$ cat src/rtl/uart_rx_ctrl.sv
// UART receive controller: synchronises the receiver's frame-ready strobe, checks
// framing and parity, and queues good bytes in a small FIFO with sticky error tracking.
module uart_rx_ctrl #(
  parameter int unsigned DEPTH      = 4,
  parameter int unsigned PARITY_ODD = 0
) (
  input  logic                     clk,
  input  logic                     reset,
  input  logic                     enable,
  output logic                     Rx_EN,
  input  logic                     Rx_valid,
  input  logic [10:0]              rx_frame,
  input  logic                     Rx_FERROR,
  output logic [7:0]               out_data,
  output logic                     out_valid,
  input  logic                     out_ready,
  output logic [$clog2(DEPTH):0]   fifo_count,
  output logic                     err_parity,
  output logic                     err_frame,
  output logic                     err_overflow,
  input  logic                     clr_err,
  output logic [7:0]               drop_cnt
);

  localparam int unsigned AW  = $clog2(DEPTH);
  localparam int unsigned CW  = AW + 1;
  localparam logic        PAR = PARITY_ODD[0];

  typedef enum logic [1:0] {
    IDLE,
    ARMED,
    CHECK
  } state_t;

  state_t state, state_n;

  logic          s1, s2, s3;
  logic          rx_evt;
  logic          capture;
  logic [10:0]   hold_frame;
  logic          hold_ferr;

  logic          in_check;
  logic          frame_ok, parity_ok;
  logic          good, full, pop, push;
  logic          set_frame, set_parity, set_ovf, drop;

  logic [7:0]    mem [DEPTH];
  logic [AW-1:0] wr_ptr, rd_ptr;
  logic [CW-1:0] count;

  // Rx_valid is asynchronous: two sync flops, then a history flop for edge detect
  always_ff @(posedge clk) begin
    if (reset) begin
      s1 <= 1'b0;
      s2 <= 1'b0;
      s3 <= 1'b0;
    end else begin
      s1 <= Rx_valid;
      s2 <= s1;
      s3 <= s2;
    end
  end

  assign rx_evt = s2 & ~s3;

  always_ff @(posedge clk) begin
    if (reset) state <= IDLE;
    else       state <= state_n;
  end

  always_comb begin
    state_n = state;
    capture = 1'b0;
    Rx_EN   = 1'b0;
    case (state)
      IDLE: begin
        if (enable) state_n = ARMED;
      end
      ARMED: begin
        Rx_EN = 1'b1;
        if (rx_evt) begin
          capture = 1'b1;
          state_n = CHECK;
        end else if (!enable) begin
          state_n = IDLE;
        end
      end
      CHECK: begin
        state_n = enable ? ARMED : IDLE;
      end
      default: state_n = IDLE;
    endcase
  end

  always_ff @(posedge clk) begin
    if (reset) begin
      hold_frame <= '0;
      hold_ferr  <= 1'b0;
    end else if (capture) begin
      hold_frame <= rx_frame;
      hold_ferr  <= Rx_FERROR;
    end
  end

  assign in_check  = (state == CHECK);
  assign frame_ok  = ~hold_frame[0] & hold_frame[10] & ~hold_ferr;
  assign parity_ok = ((^hold_frame[9:1]) == PAR);

  assign full = (count == CW'(DEPTH));
  assign pop  = out_valid & out_ready;
  assign good = in_check & frame_ok & parity_ok;
  // A pop in the same cycle frees the slot, so a full FIFO can still accept
  assign push = good & (~full | pop);

  assign set_frame  = in_check & ~frame_ok;
  assign set_parity = in_check & frame_ok & ~parity_ok;
  assign set_ovf    = good & full & ~pop;
  assign drop       = set_frame | set_parity | set_ovf;

  always_ff @(posedge clk) begin
    if (push) mem[wr_ptr] <= hold_frame[8:1];
  end

  always_ff @(posedge clk) begin
    if (reset) begin
      wr_ptr <= '0;
      rd_ptr <= '0;
      count  <= '0;
    end else begin
      if (push) wr_ptr <= wr_ptr + 1'b1;
      if (pop)  rd_ptr <= rd_ptr + 1'b1;
      case ({push, pop})
        2'b10:   count <= count + 1'b1;
        2'b01:   count <= count - 1'b1;
        default: count <= count;
      endcase
    end
  end

  assign out_valid  = (count != '0);
  assign out_data   = out_valid ? mem[rd_ptr] : '0;
  assign fifo_count = count;

  // A new error in the same cycle as clr_err survives the clear
  always_ff @(posedge clk) begin
    if (reset) begin
      err_frame    <= 1'b0;
      err_parity   <= 1'b0;
      err_overflow <= 1'b0;
      drop_cnt     <= '0;
    end else begin
      err_frame    <= set_frame  | (err_frame    & ~clr_err);
      err_parity   <= set_parity | (err_parity   & ~clr_err);
      err_overflow <= set_ovf    | (err_overflow & ~clr_err);
      if (drop) begin
        if (clr_err)              drop_cnt <= 8'd1;
        else if (drop_cnt != '1)  drop_cnt <= drop_cnt + 8'd1;
      end else if (clr_err) begin
        drop_cnt <= '0;
      end
    end
  end

endmodule

$ cat config.mk
export PLATFORM = sky130hd
export DESIGN_NAME = uart_rx_ctrl
export DESIGN_NICKNAME = d
export VERILOG_FILES = /design/src/rtl/uart_rx_ctrl.sv
export SDC_FILE = /design/constraint.sdc
export NUM_CORES = 1
export LEC_CHECK = 0
export ABC_AREA = 1
export CAP_MARGIN = 25
export CORE_UTILIZATION = 50
export CTS_CLUSTER_SIZE = 40
export DETAILED_ROUTE_END_ITERATION = 8
export DONT_BUFFER_PORTS = 1
export GPL_ROUTABILITY_DRIVEN = 0
export PLACE_DENSITY_LB_ADDON = 0.08
export RECOVER_POWER = 50
export SYNTH_ARGS = -nofsm -noshare
export SYNTH_HDL_FRONTEND = slang
export SYNTH_SLANG_ARGS = --single-unit
$ cat constraint.sdc
create_clock -name clk -period 3.8 [get_ports clk]
set_input_delay 0.76 -clock clk [delete_from_list [all_inputs] [get_ports clk]]
set_output_delay 0.76 -clock clk [all_outputs]
set_load 0.02 [all_outputs]
== Word-level counts from Yosys, hierarchy flattened ==
Memory sizes are Yosys's and may differ from the RTL's. A register that Yosys moved wholly into a read port is not among the register bits.
Cells that the tools add are included.

* Register bits: 35
* Bits in writable memories: 32
* Logic and storage cells: 81
* Memories: 1

{| class="wikitable"
|+ Memory list
! memory !! depth !! bits a word !! read ports !! clocked after memory_dff !! write ports !! line !! text
|-
| mem || 4 || 8 || 1 || 1 || 1 || 48 || <nowiki>logic [7:0] mem [DEPTH];</nowiki>
|}

* Add/sub/neg operators: 5
* Equal/unequal tests: 8
* Muxes and demuxes: 18
* Bitwise logic cells: 28
* Reduce and logical (&&, ||, !) cells: 8

{| class="wikitable"
|+ Operators with widths
! kind !! count
|-
| 8-bit 2-to-1 mux || 5
|-
| 1-bit bitwise AND || 14
|-
| 2-bit 2-to-1 mux || 5
|-
| 9-bit parity || 1
|-
| 8-bit by 1-bit adder with 8-bit output, second input constant || 1
|-
| 8-bit != test, second input constant || 1
|-
| 1-bit NOT || 8
|-
| 1-bit 2-to-1 mux || 6
|-
| 1-bit OR || 6
|-
| 2-bit case mux with 3 select lines || 1
|-
| 3-bit case mux with 2 select lines || 1
|-
| 2-bit nonzero test || 3
|-
| 2-bit by 1-bit adder with 2-bit output, second input constant || 2
|-
| 2-bit by 1-bit equality test with 1-bit output, second input constant || 2
|-
| 2-bit equality test, second input constant || 2
|-
| 2-bit AND reduction || 2
|-
| 3-bit by 1-bit adder with 3-bit output, second input constant || 1
|-
| 3-bit equality test, second input constant || 1
|-
| 3-bit != test, second input constant || 1
|-
| 3-bit nonzero test || 1
|-
| 3-bit by 1-bit subtractor with 3-bit output, second input constant || 1
|-
| 2-bit zero test || 1
|-
| 2-bit != test, second input constant || 1
|}

== Logic depth before layout (Yosys ltp) ==
* Depth in word-level cells: 10
* Gate-level depth with buffers: 18
* Mapped depth without buffers: 18

== Least setup slack after synthesis ==
No wires, ideal clock.

* Path kind: reg-to-output
* Start point: register (tool-made name)
* End point: output out_data[5]
* Arrival time: 1.416 ns
* Path slack: 1.624 ns
* Cell stages (with the launch flop): 7
* Path buffers: 2
* Cell sequence: dfxtp_1 -> clkbuf_1 -> clkbuf_1 -> nor2_1 -> nor2_1 -> o21ai_0 -> a21oi_1

{| class="wikitable"
|+ RTL lines
! what !! line !! text
|-
| end, declared || 14 || <nowiki>output logic [7:0] out_data,</nowiki>
|}

== Final worst setup path ==
* Start point: register count[0], in the netlist fifo_count[0]
* End point: output out_data[6]

* Longest elaborated chain between the ends: 2

{| class="wikitable"
|+ Ends and longest elaborated chain
! what !! line !! text
|-
| start, declared || 50 || <nowiki>logic [CW-1:0] count;</nowiki>
|-
| start signal, assigned || 134 || <nowiki>2'b10: count <= count + 1'b1;</nowiki>
|-
| start signal, assigned || 135 || <nowiki>2'b01: count <= count - 1'b1;</nowiki>
|-
| start signal, assigned || 136 || <nowiki>default: count <= count;</nowiki>
|-
| 3-bit nonzero test || 141 || <nowiki>assign out_valid = (count != '0);</nowiki>
|-
| via out_valid || 15 || <nowiki>output logic out_valid,</nowiki>
|-
| 8-bit 2-to-1 mux || 142 || <nowiki>assign out_data = out_valid ? mem[rd_ptr] : '0;</nowiki>
|}

The timed path passes the listed nets, and every way through them passes these cells.

==> impl_metrics.csv <==
group,metric,value,unit
worst_setup_path,crit_end,"out_data[6]",
global_routing,grt_max_degree,22,
power,p_int,0.00124,W
floorplan,die_x,79.0,um
worst_setup_path,max_stage_delay,530,ps
logic_synthesis,seq_area_frac_synth,0.574,
sta,fin_setup_tns,0,ps
logic_synthesis,yosys.area.top_type,"edfxtp_1",
worst_setup_path,path_buf_inv,1,
layout,fillers,536,
floorplan,core,0.00561,sq mm
sta,slew_violations,0,
power,power.density,565,mW/mm^2
floorplan,start_util,0.529,
routing,via_count,2163,
cts,hold_buffers,0,
global_routing,grt_overflow,0,
global_routing,grt_pass1_wl,9290,um
worst_setup_path,crit_family,"flip-flops",
logic_synthesis,synth-seq-cells,69,
logic_synthesis,ys_types,23,
sta,worst_hold_slack,409,ps
placed_design,dp.cells,409,
logic_synthesis,yosys.area.top_type_share,0.324,
worst_setup_path,critPathKind,"reg -> out",
run,drv_cap,0,
sta,fmax,362,MHz
layout,n_antenna_cell,0,
power,power_frac_seq,0.477,
sta,slew_headroom,0.441,
sta,rsz0062_at_grt,"false",
routing,first_pass_iters,4,
worst_setup_path,regToRegEndpoint,"mem[0][6]",
sta,report.final.hold_viol_count,0,
sta,setup_viol,0,
routing,wl_per_cell,13.4,um
power,max-vdd-ir-drop,0.000424,V
floorplan,io_pins,42,
routing,wl,5710,um
sta,timing.final.crit_share,0.727,
logic_synthesis,synthesis.instances,345,
hold_path,holdCritPathClass,"reg -> reg",
cts,h-tree-depth,3,
worst_setup_path,crit_chain,"nor2_1 > nand2_1 > clkinv_1 > a21oi_1",
cts,ctsResizeCount,0,
logic_synthesis,synth_edf_count,32,
sta,fin_crit,2760,ps
power,leakage,1.25,nW
worst_setup_path,startpoint_type,"flip-flop",
cts,cts_setup_buffers,0,
worst_setup_path,required,3040,ps
sta,tightest_slew,836,ps
worst_setup_path,crit_fanout,9,
power,swShare,0.317,
power,power_frac_comb,0.184,
floorplan,rows,27,
power,power.switching,0.000578,W
floorplan,fp.dieArea,0.00624,sq mm
worst_setup_path,crit_path_end_kind,"output pin",
global_routing,antenna_found_initial,0,
worst_setup_path,arrival,2000,ps
worst_setup_path,slowest_stage,"dfxtp_1",
layout,syn2layout_area_growth,8.69,%
cts,cts_buffers,9,
layout,multiInputGateArea,0.00106,sq mm
cts,clk_pin_slew,70,ps
cts,cts_root_buf,"clkbuf_8",
logic_synthesis,synth_fp_nets,369,
logic_synthesis,yosys_warnings,0,
worst_setup_path,critical_path.startpoint,"fifo_count[0]",
cts,clock-sinks,69,
routing,ant_nets,0,
logic_synthesis,ys_async_sr_fraction,0,
global_routing,grtUsageTotal,0.200,
worst_setup_path,r2r_slack,1390,ps
global_routing,grt_pass1_vias,1942,
routing,drc,0,
status,status,"complete, no violations",
cts,clk_latency,330,ps
logic_synthesis,synth_commonest_cells,"nor2_1, nand2_1, inv_1",
logic_synthesis,synth_flop_cell,"dfxtp_1",
worst_setup_path,cp.depth,4,
logic_synthesis,synthTopCellsByArea,"edfxtp_1, dfxtp_1, nor2_1",
cts,cts_tree,"yes",
layout,drive_gt1_frac,0.0595,
logic_synthesis,synth_area,0.00297,sq mm
layout,finalNetCount,372,
placed_design,portBuffers,0,
power,power_frac_clock,0.338,
cts,clock_path_buffers,2,
floorplan,die_y,79.0,um
logic_synthesis,syn-mean-instance-area,8.60,sq um
sta,skew,10.3,ps
layout,register_area,0.00170,sq mm
layout,finalNonFillerCells,425,
routing,vias_per_cell,5.09,
placed_design,hpwlAfterDp,3960,um
worst_setup_path,r2r_start,"hold_frame[6]",
logic_synthesis,synth.most_common_cell,"nor2_1",
routing,drtIter0Drc,98,
worst_setup_path,r2r_cells,12,
## layout make-up
type	count	area share
sequential	69	0.528
clock inverter	7	0.0248
inverter	44	0.0512
tap	72	0.0280
multi-input combinational	224	0.330
clock buffer	9	0.0384
## worst min-delay path by stage
stage / start / cells past startpoint / slack (ps) / endpoint
6_report: s1 / 2 / 410 / s2
5_1_grt: s1 / 2 / 430 / s2
4_1_cts: s1 / 2 / 420 / s2
3_5_place_dp: s1 / 2 / 400 / s2
3_3_place_gp: s1 / 2 / 390 / s2
2_1_floorplan: s1 / 2 / 390 / s2
## placed cells by master (no fill, tap or decap)
| master | instances |
|---|---|
| dfxtp_1 | 37 |
| inv_2 | 2 |
| clkbuf_8 | 9 |
| o211ai_1 | 1 |
| fa_1 | 1 |
| nor2_2 | 2 |
| nor2_1 | 69 |
| bufinv_16 | 2 |
| nor3_1 | 2 |
| nand2_2 | 2 |
| a21oi_1 | 26 |
| xor2_1 | 3 |
| nand4_1 | 4 |
| clkinv_2 | 1 |
| o21ai_0 | 38 |
| ha_1 | 5 |
| nand2_1 | 50 |
| or2_2 | 1 |
| edfxtp_1 | 32 |
| nand3_1 | 18 |
| inv_1 | 41 |
| nand2_4 | 2 |
| clkinv_1 | 5 |
## metrics by stage
stage / util / instance area (sq um) / power [W] / worst slack [ps]
global route: 0.575 / 3220 / 0.00192 / 866
CTS: 0.576 / 3230 / 0.00184 / 982
floorplan: - / 2970 / 0.00116 / 1620
global placement: 0.539 / 3020 / 0.00123 / 1350
detailed placement: 0.539 / 3020 / 0.00123 / 1350
finish: 0.575 / 3220 / 0.00182 / 1040
## layer usage
layer	part of all wire	up-vias	global-route usage	wire, um
li1	-	1130	-	-
met1	0.49	981	0.270	2780
met2	0.45	48	0.303	2600
met3	0.053	4	0.0460	300
met4	0.0060	0	0.0927	34
met5	0	-	0	0
## tightest hold or removal path, cell delays in order, from the launching register on
cell and delay (ps):
dfxtp_1 300, inv_1 40, nor2_1 30
## power by group through the flow
stage / Sequential (W) / Combinational, W / Clock, W
2_1_floorplan: 0.000857 / 0.000304 / 0
3_3_place_gp: 0.000887 / 0.000340 / 0
3_5_place_dp: 0.000888 / 0.000341 / 0
4_1_cts: 0.000871 / 0.000343 / 0.000630
5_1_grt: 0.000876 / 0.000376 / 0.000666
6_report: 0.000869 / 0.000336 / 0.000616
## kinds of logic (layout without fill, tap and decap cells)
family / Yosys count / in the layout / share of synthesized area
and+or+nand+nor: 150 / 150 / 0.213
adders and majority gates: 6 / 6 / 0.0278
xor gates and xnor gates: 3 / 3 / 0.00886
DFF: 69 / 69 / 0.574
AOI/OAI and AO/OA: 65 / 65 / 0.111
buffers and inverters: 52 / 60 / 0.0662
## flip-flops by register name (all words and copies together) (netlist names), named ones only
register	count
drop_cnt	8
s3	1
s2	1
err_parity	1
mem	32
err_frame	1
wr_ptr	2
s1	1
err_overflow	1
rd_ptr	2
state	2
fifo_count	3
hold_ferr	1
hold_frame	11
No activity file was read; power rests on OpenSTA's default activity.
